File: src/rtl/int_log_ctrl.sv
// Command front-end for the 64-bit logic unit int_log. It issues one command at a time,
// captures the result two cycles after acceptance and queues it, tagged, in a fall-through FIFO.
module int_log_ctrl #(
    parameter int WIDTH = 64,
    parameter int DEPTH = 4,
    parameter int TAG_W = 4
) (
    input  logic                     clk,
    input  logic                     rst,
    input  logic                     cmd_valid,
    output logic                     cmd_ready,
    input  logic [2:0]               cmd_op,
    input  logic [WIDTH-1:0]         cmd_opa,
    input  logic [WIDTH-1:0]         cmd_opb,
    output logic [2:0]               lu_operation,
    output logic [WIDTH-1:0]         lu_opa,
    output logic [WIDTH-1:0]         lu_opb,
    input  logic [WIDTH-1:0]         lu_out,
    output logic                     res_valid,
    input  logic                     res_ready,
    output logic [WIDTH-1:0]         res_data,
    output logic [TAG_W-1:0]         res_tag,
    output logic                     res_err,
    output logic                     busy,
    output logic [$clog2(DEPTH):0]   fifo_count
);
    localparam int AW = $clog2(DEPTH);
    localparam logic [AW:0]      FULL_COUNT = (AW+1)'(DEPTH);
    localparam logic [AW:0]      CNT_ONE    = 1;
    localparam logic [AW-1:0]    PTR_ONE    = 1;
    localparam logic [TAG_W-1:0] TAG_ONE    = 1;
    localparam logic [2:0]       OP_ILLEGAL = 3'b111;

    typedef enum logic [1:0] {IDLE, ISSUE, CAPTURE} state_t;

    state_t           state;
    logic [TAG_W-1:0] tag_cnt;
    logic [TAG_W-1:0] cur_tag;
    logic [AW-1:0]    wr_ptr;
    logic [AW-1:0]    rd_ptr;
    logic [WIDTH-1:0] data_mem [DEPTH];
    logic [TAG_W-1:0] tag_mem  [DEPTH];
    logic [DEPTH-1:0] err_mem;
    logic             accept;
    logic             push;
    logic             pop;

    // Handshake: a command moves when cmd_valid && cmd_ready at a rising edge; a result
    // leaves when res_valid && res_ready. Only one command is in flight, so a push never overflows.
    assign cmd_ready = (state == IDLE) && (fifo_count != FULL_COUNT);
    assign accept    = cmd_valid && cmd_ready;
    assign push      = (state == CAPTURE);
    assign res_valid = (fifo_count != '0);
    assign pop       = res_valid && res_ready;
    assign busy      = (state != IDLE);

    assign res_data  = data_mem[rd_ptr];
    assign res_tag   = tag_mem[rd_ptr];
    assign res_err   = err_mem[rd_ptr];

    // lu_* operands stay put until the next accept so int_log always sees stable inputs.
    always_ff @(posedge clk or posedge rst) begin
        if (rst) begin
            state        <= IDLE;
            lu_operation <= 3'b000;
            lu_opa       <= '0;
            lu_opb       <= '0;
            tag_cnt      <= '0;
            cur_tag      <= '0;
        end else begin
            case (state)
                IDLE: begin
                    if (accept) begin
                        lu_operation <= cmd_op;
                        lu_opa       <= cmd_opa;
                        lu_opb       <= cmd_opb;
                        cur_tag      <= tag_cnt;
                        tag_cnt      <= tag_cnt + TAG_ONE;
                        state        <= ISSUE;
                    end
                end
                ISSUE:   state <= CAPTURE;
                CAPTURE: state <= IDLE;
                default: state <= IDLE;
            endcase
        end
    end

    always_ff @(posedge clk or posedge rst) begin
        if (rst) begin
            wr_ptr     <= '0;
            rd_ptr     <= '0;
            fifo_count <= '0;
        end else begin
            if (push) wr_ptr <= wr_ptr + PTR_ONE;
            if (pop)  rd_ptr <= rd_ptr + PTR_ONE;
            case ({push, pop})
                2'b10:   fifo_count <= fifo_count + CNT_ONE;
                2'b01:   fifo_count <= fifo_count - CNT_ONE;
                default: fifo_count <= fifo_count;
            endcase
        end
    end

    // Illegal opcode: the unit's output is meaningless, so store zero and flag it instead.
    always_ff @(posedge clk) begin
        if (push) begin
            data_mem[wr_ptr] <= (lu_operation == OP_ILLEGAL) ? '0 : lu_out;
            tag_mem[wr_ptr]  <= cur_tag;
            err_mem[wr_ptr]  <= (lu_operation == OP_ILLEGAL);
        end
    end

endmodule

File: config.mk
export PLATFORM = sky130hd
export DESIGN_NAME = int_log_ctrl
export DESIGN_NICKNAME = d
export VERILOG_FILES = /design/src/rtl/int_log_ctrl.sv
export SDC_FILE = /design/constraint.sdc
export NUM_CORES = 1
export LEC_CHECK = 0
export CELL_PAD_IN_SITES_DETAIL_PLACEMENT = 1
export CELL_PAD_IN_SITES_GLOBAL_PLACEMENT = 1
export CORE_MARGIN = 2
export CORE_UTILIZATION = 42
export CTS_CLUSTER_DIAMETER = 150
export DETAILED_ROUTE_END_ITERATION = 12
export PLACE_DENSITY_LB_ADDON = 0.1
export REMOVE_ABC_BUFFERS = 1
export SLEW_MARGIN = 20
export SYNTH_ARGS = -nofsm -noshare
export SYNTH_HDL_FRONTEND = slang
export SYNTH_SLANG_ARGS = --single-unit
File: constraint.sdc
create_clock -name clk -period 5.9 [get_ports clk]
set_input_delay 0.59 -clock clk [delete_from_list [all_inputs] [get_ports clk]]
set_output_delay 0.59 -clock clk [all_outputs]
set_load 0.005 [all_outputs]
Yosys cells after proc, flatten, opt, wreduce, memory -nomap -nowiden
Memories as Yosys holds them, arrays and structs flattened.
Index checks and enable logic that the tools add are counted.
- register bits: 152
- memory bits (writable): 272
- memories kept: 2
- memory list (memory ; words ; width ; rd ports ; clocked after memory_dff ; wr ports ; line ; text):
    data_mem ; 4 ; 64 ; 1 ; 0 ; 1 ; 41 ; logic [WIDTH-1:0] data_mem [DEPTH];
    tag_mem ; 4 ; 4 ; 1 ; 0 ; 1 ; 42 ; logic [TAG_W-1:0] tag_mem [DEPTH];
- add/sub/neg operators: 5
- $lt $le $gt $ge: 3
- equality and inequality tests: 7
- mux-type cells: 11
- reduce and logical (&&, ||, !) cells: 9
- operators with widths (kind ; count):
    2-to-1 mux 64 bit ; 1
    < comparator 2 x 3 -> 1 bit, second input constant ; 2
    case mux 3 bit (2 select lines) ; 1
    adder 2 x 1 -> 2 bit, second input constant ; 2
    adder 4 x 1 -> 4 bit, second input constant ; 1
    bitwise mux 4 bit ; 1
    equality test 2 x 1 -> 1 bit, second input constant ; 2
    equality test 2 bit, second input constant ; 2
    logical AND 1 bit ; 4
    2-to-1 mux 1 bit ; 4
    case mux 2 bit (2 select lines) ; 1
    nonzero test 2 bit ; 2
    adder 3 x 1 -> 3 bit, second input constant ; 1
    equality test 3 bit, second input constant ; 1
    != test 3 bit, second input constant ; 1
    nonzero test 3 bit ; 1
    subtractor 3 x 1 -> 3 bit, second input constant ; 1
    binary-select mux 1 bit (select 2 bit) ; 1
    demux 1 bit (select 2 bit) ; 1
    >= comparator 2 x 1 -> 1 bit, second input constant ; 1
    logical NOT 2 bit ; 1
    2-to-1 mux 2 bit ; 1
    != test 2 bit, second input constant ; 1
    AND reduction 2 bit ; 1

Depth between registers and ports, before layout
- depth after elaboration: 5
- mapped depth: 9
- mapped depth without buffers: 8

Worst setup path after synthesis
No wires, ideal clock.
- path type: reg-to-reg
- start point: register state[1]
- end point: memory data_mem[0][0] (enable)
- library setup time: 435 ps
- data arrival time: 2372 ps
- data required time: 5465 ps
- path slack: 3093 ps
- stages on the path, launching flop included: 4
- clock period less this slack: 2807 ps
- path through: dfrtp_1 -> nor2b_1 -> clkbuf_1 -> and2_1
- cells in the longest elaborated chain, start to end: 3
- RTL lines (item ; line ; text):
    start: declaration ; 36 ; state_t state;
    start signal: assignment ; 64 ; state <= IDLE;
    start signal: assignment ; 79 ; state <= ISSUE;
    start signal: assignment ; 82 ; ISSUE: state <= CAPTURE;
    equality test 2 bit ; 52 ; assign push = (state == CAPTURE);
    2-to-1 mux 1 bit ; 107 ; if (push) begin
    2-to-1 mux 1 bit ; 108 ; data_mem[wr_ptr] <= (lu_operation == OP_ILLEGAL) ? '0 : lu_out;
    end: declaration ; 41 ;
Every way passes these cells.

Final worst setup path
- start point: register rd_ptr[0]
- end point: output res_data[0]
- cells in the longest elaborated chain, start to end: 1
- RTL lines (item ; line ; text):
    start: declaration ; 40 ; logic [AW-1:0] rd_ptr;
    start signal: assignment ; 96 ; if (pop) rd_ptr <= rd_ptr + PTR_ONE;
    memory read (4 x 64 bit) ; -- ;
    end: declaration ; 21 ; output logic [WIDTH-1:0] res_data,
Every way passes these cells.

==> flow_summary.toml <==
[die]
die_width_um = 203
start_util_pct = 42.7
io_pins = 405
die_area_um2 = 41100
core_um2 = 38800
die_h_um = 203
rows = 72

[pwr]
switchingPower_uw = 3320
finalPower_uw = 11900
clockPowerShare_pct = 24.2
leakage_uw = 0.00847
power_density_nw_per_um2 = 528
internal_power_uw = 8580
p_comb_share_pct = 37.0
power_frac_seq_pct = 38.8
ir_drop_mv = 0.284
swShare_pct = 27.9

[global_route]
grt_max_degree = 105
grt_pass1_vias = 9661
grt_usage_pct = 20.8
antenna_found_initial = 6
overflow = 0
grt_pass1_wl_mm = 62.9

[sta]
min_period_ns = 3.57
hold_slack_ns = 0.482
max_slew_margin_pct = 34.0
fmax_ghz = 0.280
tightest_slew_ns = 0.990
setup_viol = 0
rsz0062_at_grt = "no"
fin_crit_sh_pct = 60.5
final.setup.tns_ns = 0
finalHoldViolCount = 0
fin_skew_ns = 0.0163
final-max-slew-violation-count = 0

[placement]
dp_cells = 1672
dpl.hpwl_mm = 28.9
portBuffers = 404
gp_congestion = 0.748

[final_layout]
regArea_um2 = 12000
post-route-util_pct = 58.1
fill_cells = 3461
drive_gt1_share_pct = 22.9
area_growth_pct = 36.2
multi_input_area_um2 = 4210
final_common_cell = "clkdlybuf4s50_1"
layout_common_cells = "clkdlybuf4s50_1 (404), edfxtp_1 (276), dfrtp_1 (146)"
fin_nets = 1408
instances_no_fill = 1757

[yosys]
synth-seq-cells = 424
ys_types = 30
syn_area_per_cell_um2 = 21.3
synth-main-ff-cell = "edfxtp_1"
synth_cells = 779
synth_warnings = 0
synth_area_leaders = "edfxtp_1 (50%), dfrtp_1 (22%), mux4_2 (9.4%)"
postSynth.asyncResetShare_pct = 34.9
synth_area_um2 = 16600
yosys.area.top_type = "edfxtp_1"
yosysTopAreaCellShare_pct = 50.0
seq_area_frac_synth_pct = 72.4
synth_edf_count = 276

[clocking]
cts_root_buf = "clkbuf_16"
cts_sinks = 424
cts_tree = "yes"
cts_buffer_depth = 3
clk_pin_slew_ns = 0.06
cts_resized = 0
post_cts_buffers = 0
cts_hold_buf = 0
cts_buffers = 46
htreeDepth = 2
clk_latency_ns = 0.56

[drt]
firstDrtPassIters = 4
antenna_violating_nets_post_route = 0
via_count = 8652
drc_errors = 0
viasPerCell = 4.92
wl_mm = 42.3
wire_per_inst_um = 24.1
drtIter0Drc = 454

[worst_setup_path]
critPathCaptureType = "output port"
required_ns = 5.31
worstPathArrival_ns = 2.98
start_kind = "register"
cp_max_fo = 26
critPathKind = "reg -> out"

[status]
status = "completed"

[run]
drv_cap = 0

[hold_path]
hold_class = "reg -> reg"
## power groups by stage
stage               registers [uW]  logic, uW  clock network, uW
finish                        4620       4410               2880
global route                  4740       4710               3070
CTS                           4640       4530               2960
detailed placement            4650       4510                  0
global placement              4640       4460                  0
floorplan                     4690       2090                  0
## logic make-up (layout without fill, tap and decap cells)
group	after synthesis	count (layout)	synth area share, %
buffers and inverters	48	507	2.38
xor gates and xnor gates	9	9	0.476
DFF	424	424	72.4
muxes	206	206	20.9
AOI/OAI and AO/OA	2	2	0.0830
adders and majority gates	7	7	0.574
other	0	1	0
and+or+nand+nor	83	83	3.16
## synth_stat cells, types with 6 or more instances
library cell,number
mux2_2,16
dfrtp_1,148
xnor2_1,6
mux2_1,20
edfxtp_1,276
inv_1,9
mux4_2,69
buf_12,11
mux2_4,100
clkbuf_1,17
and2_1,68
buf_2,7
ha_1,6
## final timing paths
kind | slack, ns | startpoint | depth (start not counted) | end
max in group asynchronous | 4.01 | rst | 3 | lu_opb[10]
min in group asynchronous | 0.62 | rst | 2 | lu_opb[38]
min reg2reg | 0.48 | tag_cnt[3] | 1 | tag_cnt[3]
max | 2.33 | rd_ptr[0] | 3 | res_data[0]
max reg2reg | 3.16 | fifo_count[0] | 4 | lu_opa[53]
min | 0.48 | tag_cnt[3] | 1 | tag_cnt[3]
## sequential cells by signal (all words and copies together), names as in the netlist
| signal | flops |
|---|---|
| wr_ptr | 2 |
| tag_mem | 16 |
| cur_tag | 4 |
| lu_opa | 64 |
| lu_operation | 3 |
| lu_opb | 64 |
| fifo_count | 3 |
| err_mem | 4 |
| rd_ptr | 2 |
| state | 2 |
| data_mem | 256 |
| tag_cnt | 4 |
## per-stage QoR
| stage | instance area [um2] | setup WS (ns) |
|---|---|---|
| floorplan | 16200 | 1.33 |
| global placement | 21000 | 2.72 |
| detailed placement | 21000 | 2.68 |
| CTS | 22600 | 2.07 |
| global route | 22600 | 2.10 |
| finish | 22600 | 2.33 |
## area by class of cell
type,count,area share [%]
flip-flops and latches,424,53.2
multi-input cells,307,18.7
repair buffers,414,18.3
clock buffers,60,5.97
well taps,518,2.87
clock inverters,24,0.838
inverters,9,0.172
diodes,1,0.0111
## layer usage
layer	global-route usage (%)	vias to the layer above	wire, um
li1	-	3829	-
met1	25.9	4467	16900
met2	34.7	291	21200
met3	7.51	53	3400
met4	5.06	12	643
met5	0	-	78
## critical path: stages, from the launching register on
cell and delay (ns):
dfrtp_4 0.78, buf_4 0.52, mux4_2 0.60, clkdlybuf4s50_1 0.51
Note: power is estimated with default switching activity, not from simulation.
